`config.mk`:
```
export PLATFORM = sky130hd
export DESIGN_NAME = slr_tx_dat
export DESIGN_NICKNAME = d
export VERILOG_FILES = /design/src/rtl/slr_pkg.sv /design/src/rtl/slr_tx_pacer.sv /design/src/rtl/slr_tx_dat.sv
export SDC_FILE = /design/constraint.sdc
export NUM_CORES = 1
export LEC_CHECK = 0
export CORE_AREA = 2 2 237 239
export CTS_CLUSTER_SIZE = 30
export DETAILED_ROUTE_END_ITERATION = 8
export DIE_AREA = 0 0 239 241
export PLACE_DENSITY = 0.8
export SLEW_MARGIN = 40
export SYNTH_ARGS = -nofsm -noshare
export SYNTH_HDL_FRONTEND = slang
export SYNTH_SLANG_ARGS = --single-unit
```
`constraint.sdc`:
```
create_clock -name clk_sys -period 7.2 [get_ports clk_sys]
set_input_delay 1.44 -clock clk_sys [delete_from_list [all_inputs] [get_ports clk_sys]]
set_output_delay 1.44 -clock clk_sys [all_outputs]
set_load 0.02 [all_outputs]
```
`src/rtl/slr_pkg.sv`:
```
// Shared SLR definitions: 576-bit frame layout, payload limit and the state
// encoding used by both the receiver and the transmitter.
package slr_pkg;

  localparam int FRAME_W     = 576;
  localparam int TIME_MSB    = 575;
  localparam int DATA_MSB    = 511;
  localparam int MAX_INS_LEN = 64;

  typedef enum logic [2:0] {
    ST_IDLE = 3'd0,
    ST_HEAD = 3'd1,
    ST_LEN  = 3'd2,
    ST_TIME = 3'd3,
    ST_DATA = 3'd4,
    ST_SUM  = 3'd5
  } slr_state_e;

  // Payload length actually sent: 0 and anything above the buffer size mean "full buffer".
  function automatic logic [6:0] eff_len(input logic [7:0] cfg_len);
    if (cfg_len == 8'd0 || cfg_len > 8'(MAX_INS_LEN)) begin
      return 7'(MAX_INS_LEN);
    end
    return cfg_len[6:0];
  endfunction

endpackage

```
`src/rtl/slr_tx_pacer.sv`:
```
// Byte pacer for the SLR transmitter. The UART has no busy flag, so every
// strobe request reloads a down-counter and the next slot is granted only when
// it reaches zero. A slot is issued once per request; with no new request the
// pacer goes quiet.
module slr_tx_pacer #(
  parameter int BYTE_GAP = 700
) (
  input  logic clk_sys,
  input  logic rst_n,
  input  logic strobe_req,
  output logic slot
);

  localparam logic [15:0] GAP_LOAD = 16'(BYTE_GAP - 1);

  logic [15:0] gap_cnt_q, gap_cnt_d;
  logic        armed_q, armed_d;

  assign slot = armed_q && (gap_cnt_q == 16'd0);

  // Reload on each strobe, otherwise count down and stop at zero.
  always_comb begin
    gap_cnt_d = gap_cnt_q;
    armed_d   = armed_q;
    if (strobe_req) begin
      gap_cnt_d = GAP_LOAD;
      armed_d   = 1'b1;
    end else begin
      if (gap_cnt_q != 16'd0) begin
        gap_cnt_d = gap_cnt_q - 16'd1;
      end
      if (slot) begin
        armed_d = 1'b0;
      end
    end
  end

  // Counter and slot-armed flag registers.
  always_ff @(posedge clk_sys or negedge rst_n) begin
    if (!rst_n) begin
      gap_cnt_q <= 16'd0;
      armed_q   <= 1'b0;
    end else begin
      gap_cnt_q <= gap_cnt_d;
      armed_q   <= armed_d;
    end
  end

endmodule

```
`src/rtl/slr_tx_dat.sv`:
```
// SLR instruction transmitter: serialises one latched frame as
// header, length, [time], payload, checksum onto the data UART.
// Optional feature macro: SLR_TX_TIME_EN (adds the 8-byte time field).
//
// state   | meaning
// --------+---------------------------------------------------------
// IDLE    | ready for a frame; accept emits the header byte
// HEAD    | header sent, waiting for slot to send the length byte
// LEN     | length sent, next slot sends time byte 0 or data byte 0
// TIME    | sending time bytes 1..7 (SLR_TX_TIME_EN only)
// DATA    | sending payload bytes until index N-1, then the checksum
// SUM     | checksum sent, next slot ends the frame with tx_done
module slr_tx_dat
  import slr_pkg::*;
#(
  parameter int U_DLY    = 1,
  parameter int BYTE_GAP = 700
) (
  input  logic               clk_sys,
  input  logic               rst_n,
  input  logic [7:0]         cfg_ins_length,
  input  logic               cfg_keyer_sel,
  input  logic [7:0]         cfg_pcm_header,
  input  logic [7:0]         cfg_dy_header,
  input  logic [FRAME_W-1:0] txins_data,
  input  logic               txins_data_valid,
  output logic               txins_ready,
  output logic               uart_tx_en,
  output logic [7:0]         uart_tx_data,
  output logic               tx_done
);

  slr_state_e     state_q, state_d;
  logic           txins_ready_q, txins_ready_d;
  logic           uart_tx_en_q, uart_tx_en_d;
  logic [7:0]     uart_tx_data_q, uart_tx_data_d;
  logic           tx_done_q, tx_done_d;
  logic [6:0]     len_q, len_d;
  logic [6:0]     idx_q, idx_d;
  logic [7:0]     sum_q, sum_d;
  logic [DATA_MSB:0] data_q, data_d;
`ifdef SLR_TX_TIME_EN
  logic [63:0]    time_q, time_d;
  logic [2:0]     tidx_q, tidx_d;
`else
  logic           time_unused;
  assign time_unused = ^txins_data[TIME_MSB:DATA_MSB+1];
`endif

  // Register-update delay only matters to behavioural models of this block.
  logic dly_unused;
  assign dly_unused = (U_DLY != 0);

  logic       slot;
  logic       emit;
  logic [7:0] emit_byte;

  slr_tx_pacer #(
    .BYTE_GAP (BYTE_GAP)
  ) u_pacer (
    .clk_sys    (clk_sys),
    .rst_n      (rst_n),
    .strobe_req (emit),
    .slot       (slot)
  );

  assign txins_ready  = txins_ready_q;
  assign uart_tx_en   = uart_tx_en_q;
  assign uart_tx_data = uart_tx_data_q;
  assign tx_done      = tx_done_q;

  // Next-state logic: each slot emits exactly one byte (or ends the frame after SUM).
  always_comb begin
    state_d        = state_q;
    txins_ready_d  = txins_ready_q;
    uart_tx_data_d = uart_tx_data_q;
    len_d          = len_q;
    idx_d          = idx_q;
    sum_d          = sum_q;
    data_d         = data_q;
`ifdef SLR_TX_TIME_EN
    time_d         = time_q;
    tidx_d         = tidx_q;
`endif
    tx_done_d      = 1'b0;
    emit           = 1'b0;
    emit_byte      = uart_tx_data_q;

    case (state_q)
      ST_IDLE: begin
        if (txins_data_valid && txins_ready_q) begin
          data_d        = txins_data[DATA_MSB:0];
`ifdef SLR_TX_TIME_EN
          time_d        = txins_data[TIME_MSB:DATA_MSB+1];
          tidx_d        = 3'd0;
`endif
          len_d         = eff_len(cfg_ins_length);
          idx_d         = 7'd0;
          sum_d         = 8'd0;
          emit          = 1'b1;
          emit_byte     = cfg_keyer_sel ? cfg_dy_header : cfg_pcm_header;
          txins_ready_d = 1'b0;
          state_d       = ST_HEAD;
        end
      end
      ST_HEAD: begin
        if (slot) begin
          emit      = 1'b1;
          emit_byte = {1'b0, len_q};
          sum_d     = {1'b0, len_q};
          state_d   = ST_LEN;
        end
      end
      ST_LEN: begin
        if (slot) begin
          emit = 1'b1;
`ifdef SLR_TX_TIME_EN
          emit_byte = time_q[63:56];
          sum_d     = sum_q + time_q[63:56];
          time_d    = {time_q[55:0], 8'h00};
          tidx_d    = 3'd0;
          state_d   = ST_TIME;
`else
          emit_byte = data_q[DATA_MSB -: 8];
          sum_d     = sum_q + data_q[DATA_MSB -: 8];
          data_d    = {data_q[DATA_MSB-8:0], 8'h00};
          idx_d     = 7'd0;
          state_d   = ST_DATA;
`endif
        end
      end
`ifdef SLR_TX_TIME_EN
      ST_TIME: begin
        if (slot) begin
          emit = 1'b1;
          if (tidx_q == 3'd7) begin
            emit_byte = data_q[DATA_MSB -: 8];
            sum_d     = sum_q + data_q[DATA_MSB -: 8];
            data_d    = {data_q[DATA_MSB-8:0], 8'h00};
            idx_d     = 7'd0;
            state_d   = ST_DATA;
          end else begin
            emit_byte = time_q[63:56];
            sum_d     = sum_q + time_q[63:56];
            time_d    = {time_q[55:0], 8'h00};
            tidx_d    = tidx_q + 3'd1;
          end
        end
      end
`endif
      ST_DATA: begin
        if (slot) begin
          emit = 1'b1;
          if (idx_q == len_q - 7'd1) begin
            emit_byte = sum_q;
            state_d   = ST_SUM;
          end else begin
            emit_byte = data_q[DATA_MSB -: 8];
            sum_d     = sum_q + data_q[DATA_MSB -: 8];
            data_d    = {data_q[DATA_MSB-8:0], 8'h00};
            idx_d     = idx_q + 7'd1;
          end
        end
      end
      ST_SUM: begin
        if (slot) begin
          tx_done_d     = 1'b1;
          txins_ready_d = 1'b1;
          state_d       = ST_IDLE;
        end
      end
      default: begin
        txins_ready_d = 1'b1;
        state_d       = ST_IDLE;
      end
    endcase

    uart_tx_en_d = emit;
    if (emit) begin
      uart_tx_data_d = emit_byte;
    end
  end

  // State, frame buffer and registered outputs.
  always_ff @(posedge clk_sys or negedge rst_n) begin
    if (!rst_n) begin
      state_q        <= ST_IDLE;
      txins_ready_q  <= 1'b1;
      uart_tx_en_q   <= 1'b0;
      uart_tx_data_q <= 8'd0;
      tx_done_q      <= 1'b0;
      len_q          <= 7'd0;
      idx_q          <= 7'd0;
      sum_q          <= 8'd0;
      data_q         <= '0;
`ifdef SLR_TX_TIME_EN
      time_q         <= 64'd0;
      tidx_q         <= 3'd0;
`endif
    end else begin
      state_q        <= state_d;
      txins_ready_q  <= txins_ready_d;
      uart_tx_en_q   <= uart_tx_en_d;
      uart_tx_data_q <= uart_tx_data_d;
      tx_done_q      <= tx_done_d;
      len_q          <= len_d;
      idx_q          <= idx_d;
      sum_q          <= sum_d;
      data_q         <= data_d;
`ifdef SLR_TX_TIME_EN
      time_q         <= time_d;
      tidx_q         <= tidx_d;
`endif
    end
  end

endmodule
```
==> results of run 1 <==
[metrics by stage]
| stage | hold WS (ns) | setup slack, ns | std cells | instance area [um^2] | power (mW) |
|---|---|---|---|---|---|
| finish | 0.496 | 2.67 | 3824 | 35400 | 6.78 |
| global route | 0.519 | 2.36 | 3821 | 35400 | 7.00 |
| global placement | 0.480 | 2.58 | 3675 | 33000 | 3.69 |
| CTS | 0.503 | 2.79 | 3795 | 35300 | 6.83 |
| floorplan | 0.460 | 4.06 | 2647 | 27300 | 3.31 |
| detailed placement | 0.489 | 2.81 | 3685 | 33300 | 3.71 |
[flip-flops by register name, summed over array words and instances (netlist names)]
register	cells
txins_ready	1
u_pacer.gap_cnt_q	16
tx_done	1
data_q	512
idx_q	7
state_q	3
sum_q	8
len_q	7
uart_tx_en	1
uart_tx_data	8
u_pacer.armed_q	1
[kinds of logic (layout without fill, tap and decap cells)]
family                     after synthesis  in the layout  synth area share (%)
AOI/OAI and AO/OA                      611            611                  11.8
xor gates and xnor gates                26             26                 0.834
adders and majority gates               12             12                 0.578
buffers and inverters                  257            702                  3.86
DFF                                    565            565                  51.8
muxes                                  512            512                  18.8
other                                    0             28                     0
and+or+nand+nor                        664            664                  12.3
[layout by cell type (no fill, tap or decap), types with 7 or more instances in the layout]
| cell | n |
|---|---|
| a21oi_1 | 23 |
| buf_12 | 14 |
| buf_16 | 9 |
| buf_4 | 7 |
| clkbuf_1 | 13 |
| clkbuf_16 | 61 |
| clkbuf_8 | 19 |
| clkdlybuf4s50_1 | 549 |
| clkinv_2 | 10 |
| dfrtp_1 | 564 |
| diode_2 | 28 |
| ha_1 | 11 |
| inv_1 | 9 |
| mux2_2 | 7 |
| mux2i_1 | 505 |
| nand2_1 | 46 |
| nand3_1 | 531 |
| nor2_1 | 33 |
| nor3_1 | 8 |
| o21ai_0 | 517 |
| o21ai_1 | 15 |
| o22ai_1 | 8 |
| xnor2_1 | 14 |
| xor2_1 | 12 |
[final timing paths]
kind	end	slack, ns	depth (start not counted)	start
worst max-delay path	data_q[8]$_DFFE_PN0P_	2.67	13	len_q[0]$_DFFE_PN0P_
worst min-delay path	data_q[184]$_DFFE_PN0P_	0.50	2	data_q[184]$_DFFE_PN0P_
worst max register to register	data_q[8]$_DFFE_PN0P_	2.67	13	len_q[0]$_DFFE_PN0P_
worst min register to register	data_q[184]$_DFFE_PN0P_	0.50	2	data_q[184]$_DFFE_PN0P_
max in group asynchronous	data_q[217]$_DFFE_PN0P_	4.92	4	rst_n
min in group asynchronous	data_q[453]$_DFFE_PN0P_	0.64	1	rst_n
[layer usage]
layer | up-vias | global-route usage, % | wire, um
met5 | - | 0 | 114
met4 | 16 | 12.7 | 3260
met3 | 198 | 7.82 | 6720
met2 | 799 | 42.9 | 38500
met1 | 11103 | 34.1 | 31400
li1 | 10422 | - | -
[worst register-to-register path, stage by stage (launching register included)]
cell      delay [ns]
dfrtp_1         0.59
inv_1           0.11
ha_1            0.28
nand2b_1        0.15
or4_1           0.40
a211oi_1        0.30
a211oi_2        0.13
o211ai_4        0.26
buf_12          0.33
buf_16          0.47
buf_12          0.61
buf_16          0.44
nand3_1         0.21
o21ai_0         0.14
[synthesized netlist by cell type, drive strengths merged (11+ instances only)]
library cell | n | share of area [%]
o21ai | 532 | 9.8
clkbuf | 184 | 2.5
nor2 | 37 | 0.58
dfrtp | 564 | 52
xor2 | 12 | 0.39
xnor2 | 14 | 0.45
buf | 63 | 1.2
nand3 | 532 | 9.8
mux2i | 505 | 19
nand2 | 47 | 0.65
ha | 11 | 0.50
a21oi | 24 | 0.44
[layout make-up]
class                   instances  area, um^2  share of cell area, %
clock inverters                17         153                  0.431
clock buffers                  93        1840                   5.19
flip-flops and latches        565       14100                   40.0
well taps                     704         881                   2.49
diodes                         28        70.1                  0.198
multi-input cells            1825       12100                   34.3
inverters                      10        37.5                  0.106
repair buffers                582        6110                   17.3
[report_power, final]
| group | internal (mW) | total (mW) | switching (mW) |
|---|---|---|---|
| combinational | 0.314 | 0.475 | 0.161 |
| sequential | 3.18 | 3.18 | 0 |
| clock | 1.82 | 3.13 | 1.31 |
| total | 5.31 | 6.78 | 1.47 |
==> summary.md, run 1 <==
| Metric | Value |
|---|---|
| Gr usage total | `27.0%` |
| VDD IR max | `~180 uV` |
| Vias in the first global route | `about 22000` |
| Min cycle time layout | `4.53 ns` |
| HP Class | `flip-flop to flip-flop` |
| Vias per cell | `5.89` |
| Maximum clock rate | `roughly 220 MHz` |
| Core ar. | `between 50000 and 60000 um^2` |
| Fill cell count | `roughly 4300` |
| I/O Pins | `around 620` |
| RSZ-0062 raised after global routing | `no` |
| NumNets Final | `roughly 3700` |
| Row count | `86` |
| Yosys Warn Count | `0` |
| Share of layout cells above drive strength 1 | `approximately 5.0%` |
| Critical path arrival | `around 5.1 ns` |
| Critical Path RT | `7.73 ns` |
| Dpl hpwl | `53400 um` |
| Unique masters post-synth | `62` |
| Die Span Y | `around 240 um` |
| Mean Syn Cell Area | `~10 um^2` |
| Max Slew Vio Count | `0` |
| Drt drc | `0` |
| Post-Syn Area | `between 20000 and 30000 um^2` |
| Overall routed net length | `between 70000 and 80000 um` |
| Clock buffer depth | `3` |
| Lkg Pwr | `about 19 nW` |
| Crit path kind | `flip-flop to flip-flop` |
| Wirelength per Cell | `20.9 um` |
| Crit path max fanout | `~140` |
| Sequential-to-total area share from yosys stat | `between 50% and 60%` |
| First-pass GRT wire length | `123000 um` |
| Initial antenna violation count | `36` |
| Post-Syn Nets | `3263` |
| Tightest Pin Transition | `between 0.8 and 0.9 ns` |
| Cts bufs inserted | `60` |
| Die Wd | `239 um` |
| Crit path cell chain | `inv_1 -> ha_1 -> nand2b_1 -> or4_1 -> a211oi_1 -> a211oi_2 -> o211ai_4 -> buf_12 -> buf_16 -> buf_12 -> buf_16 -> nand3_1 -> o21ai_0` |
| CP Capture Type | `flip-flop` |
| Number of buffers and inverters on the critical path | `5` |
| Setup Skew | `~0.020 ns` |
| Setup Fix Bufs, Post-CTS | `0` |
| DR pass1 iterations | `5` |
| Largest net degree at the start of global routing | `~180` |
| Post-CTS resize count | `0` |
| Post-synth EDFFs | `0` |
| CTS tree | `yes` |
| Final hold vios | `0` |
| IO buf count | `between 500 and 600` |
| Slowest stage cell, crit path | `dfrtp_1` |
| Final Wtd Congestion | `0.842` |
| Root Driver | `clkbuf_16` |
| Clk pin slew, worst setup/hold paths | `0.06 ns` |
| Clk Latency, worst-skew pair | `0.63 ns` |
| Cells after Synth | `approximately 2600` |
| Max-Cap Viols | `0` |
| CTS H-tree lvls | `2` |
| CP max stage delay | `~0.6 ns` |
| Setup TNS | `0 ns` |
| Initial DRC count | `slightly above 2000` |
| Clk sinks | `around 570` |
| Top_reg_cell synth | `dfrtp_1` |
| Pwr/cell area | `roughly 190 nW/um^2` |
| Synthesized flop and latch total | `around 570` |
| Hold buffer count at cts | `0` |
| GRT Residual Overflow | `0` |
| Post-layout util | `64.5%` |
| Status | `completed` |
| Antenna-violating nets left | `0` |
| Die footprint | `around 58000 um^2` |
| Synth async-reset ratio | `100%` |
| Synth-to-Final Area Change | `29.6%` |
| Period utilisation layout | `a little over three fifths` |
| Setup violations, final | `0` |
| Via Count | `22538` |
| Critical path startpoint category | `flip-flop` |
| Family with the most delay on the worst path | `buffers and inverters` |
| Initial Util | `~50%` |
| Slew HR | `between 40% and 50%` |
Note: power is estimated with default switching activity, not from simulation.
==> inputs of run 2 (changes only) <==
- CORE_AREA: 2 2 237 239 -> 2 2 242 244
- DIE_AREA: 0 0 239 241 -> 0 0 244 246
- PLACE_DENSITY: 0.8 -> 0.77
- clock period: 7.2 -> 4.4 ns (I/O delays scaled with it)
==> run 2 against run 1 <==
  * Clock power rose by 58%
  * First-iteration DRC count fell by 6.6%
  * Non-clock buffer count rose by 25
  * Sequential power increased by 64%
  * Flip-flop and latch count unchanged
  * Hold slack worse by 0.31 ns
  * Maximum frequency increased by 22%
  * Highest routed layer unchanged
==> summary.md, run 2 (synthesized netlist as in run 1, its figures left out) <==
| Metric | Value |
|---|---|
| Period utilisation layout | `between 80% and 90%` |
| Final Wtd Congestion | `0.875` |
| Setup Skew | `0.0165 ns` |
| Synth-to-Final Area Change | `30.3%` |
| VDD IR max | `266 uV` |
| Reg2Reg Depth | `11` |
| Drt drc | `0` |
| GRT Residual Overflow | `0` |
| Die Span Y | `between 200 and 250 um` |
| Core ar. | `~57000 um^2` |
| Finished Layout Cells | `3910` |
| Placed cells | `roughly 3800` |
| Vias per cell | `a little under 6` |
| Max Slew Vio Count | `0` |
| Setup Fix Bufs, Post-CTS | `0` |
| Crit path kind | `flip-flop to flip-flop` |
| IO buf count | `550` |
| Clk Latency, worst-skew pair | `between 0.6 and 0.7 ns` |
| Clock buffer depth | `3` |
| Initial antenna violation count | `35` |
| Cts bufs inserted | `59` |
| Maximum clock rate | `~270 MHz` |
| Post-layout util | `roughly 62%` |
| Share of layout cells above drive strength 1 | `5.62%` |
| Slew HR | `around 41%` |
| Hold buffer count at cts | `0` |
| Largest regs | `data_q x512, u_pacer.gap_cnt_q x16` |
| Vias in the first global route | `between 20000 and 25000` |
| Slowest stage cell, crit path | `buf_4` |
| RSZ-0062 raised after global routing | `no` |
| Initial Util | `47.6%` |
| Final hold vios | `0` |
| CP Capture Type | `flip-flop` |
| Status | `completed` |
| I/O Pins | `around 620` |
| Die Wd | `244 um` |
| Largest net degree at the start of global routing | `around 200` |
| Row count | `between 80 and 90` |
| Critical path startpoint category | `flip-flop` |
| Root Driver | `clkbuf_16` |
| Critical path arrival | `roughly 4.2 ns` |
| Antenna-violating nets left | `0` |
| RR Endpoint | `data_q[508]$_DFFE_PN0P_` |
| Setup TNS | `0 ns` |
| RR Startpoint | `len_q[0]$_DFFE_PN0P_` |
| Max-Cap Viols | `0` |
| FF-to-FF setup slack | `about 0.68 ns` |
| Critical Path RT | `4.92 ns` |
| DR pass1 iterations | `6` |
| Commonest non-fill, non-tap cell in the layout | `dfrtp_1` |
| Lkg Pwr | `18.6 nW` |
| Tightest Pin Transition | `between 0.8 and 0.9 ns` |
| First-pass GRT wire length | `126000 um` |
| CTS H-tree lvls | `2` |
| Initial DRC count | `1917` |
| Largest register by flop count | `data_q` |
| Die footprint | `between 60000 and 70000 um^2` |
| Clk sinks | `565` |
| Min cycle time layout | `3.72 ns` |
| HP Class | `input port to async pin` |
| Setup violations, final | `0` |
| Crit path max fanout | `between 50 and 60` |
| CP max stage delay | `~0.58 ns` |
| Most frequent cells in the layout | `dfrtp_1, clkdlybuf4s50_1, nand3_1` |
| CTS tree | `yes` |
| Pwr/cell area | `approximately 310 nW/um^2` |
| Crit path cell chain | `inv_1 -> ha_1 -> nand2_1 -> o31a_1 -> nor4_1 -> nand2_1 -> o211ai_4 -> buf_4 -> buf_4 -> nand3_1 -> o21ai_0` |
| NumNets Final | `about 3700` |
| Dpl hpwl | `roughly 55000 um` |
| Via Count | `22637` |
| Wirelength per Cell | `slightly above 20 um` |
| Post-CTS resize count | `0` |
| Clk pin slew, worst setup/hold paths | `approximately 0.06 ns` |
| Gr usage total | `between 20% and 30%` |
| Max reg flops | `between 500 and 600` |
| Overall routed net length | `about 80000 um` |
-- run 2: cell types whose count changed in the layout (fill, tap and decap cells not counted), moves of 2 or more --
| cell | change |
|---|---|
| buf_16 | -6 |
| clkbuf_8 | -2 |
| diode_2 | +3 |
| buf_4 | +25 |
| buf_12 | +8 |
| clkbuf_1 | +3 |
| buf_6 | -2 |
| inv_6 | -4 |
-- run 2: critical path: cells and delay by family, from the launching register on --
kind	cells	cell delay, ns
flops	1	0.52
compound gates	3	0.64
buf+inv	3	1.19
simple gates	4	0.97
fa+ha+maj	1	0.26
-- run 2: metrics by stage --
step           power (mW)  cell area, um^2  hold WS (ns)  setup WS [ns]
2_1_floorplan        5.42            27300         0.460           1.54
3_3_place_gp         6.06            33500         0.480          0.885
3_5_place_dp         6.08            33500         0.489          0.771
4_1_cts              11.0            35400         0.174          0.718
5_1_grt              11.3            35500         0.204          0.457
6_report             10.9            35600         0.186          0.679
-- run 2: worst max path at each step --
stage,start,to
final,len_q[0]$_DFFE_PN0P_,data_q[508]$_DFFE_PN0P_
after detailed placement,len_q[0]$_DFFE_PN0P_,data_q[5]$_DFFE_PN0P_
after global routing,len_q[0]$_DFFE_PN0P_,data_q[53]$_DFFE_PN0P_
after CTS,len_q[0]$_DFFE_PN0P_,data_q[508]$_DFFE_PN0P_
after global placement,len_q[0]$_DFFE_PN0P_,data_q[57]$_DFFE_PN0P_
after floorplan,len_q[0]$_DFFE_PN0P_,data_q[370]$_DFFE_PN0P_
-- run 2: area by class of cell --
type                            instances  area, um^2
Antenna cell                           31        77.6
Clock buffer                           94        1820
Clock inverter                         13        98.8
Fill cell                            4607       21800
Inverter                               10        37.5
Multi-Input combinational cell       1825       12100
Sequential cell                       565       14100
Tap cell                              765         957
Timing Repair Buffer                  607        6270
-- run 2: per-layer routing --
metal / up-vias / global-route usage [%] / share of wire (%)
met5: - / 0 / 0.097
met4: 12 / 12.7 / 4.7
met3: 211 / 6.24 / 7.3
met2: 819 / 42.1 / 47
met1: 11135 / 33.2 / 40
li1: 10460 / - / -
-- run 2: where the power goes --
part           switching, mW  leakage [nW]  internal (mW)  total [mW]
combinational          0.266          9.85          0.516       0.782
sequential                 0          7.80           5.20        5.20
clock                   2.08         0.947           2.87        4.95
total                   2.35          18.6           8.58        10.9
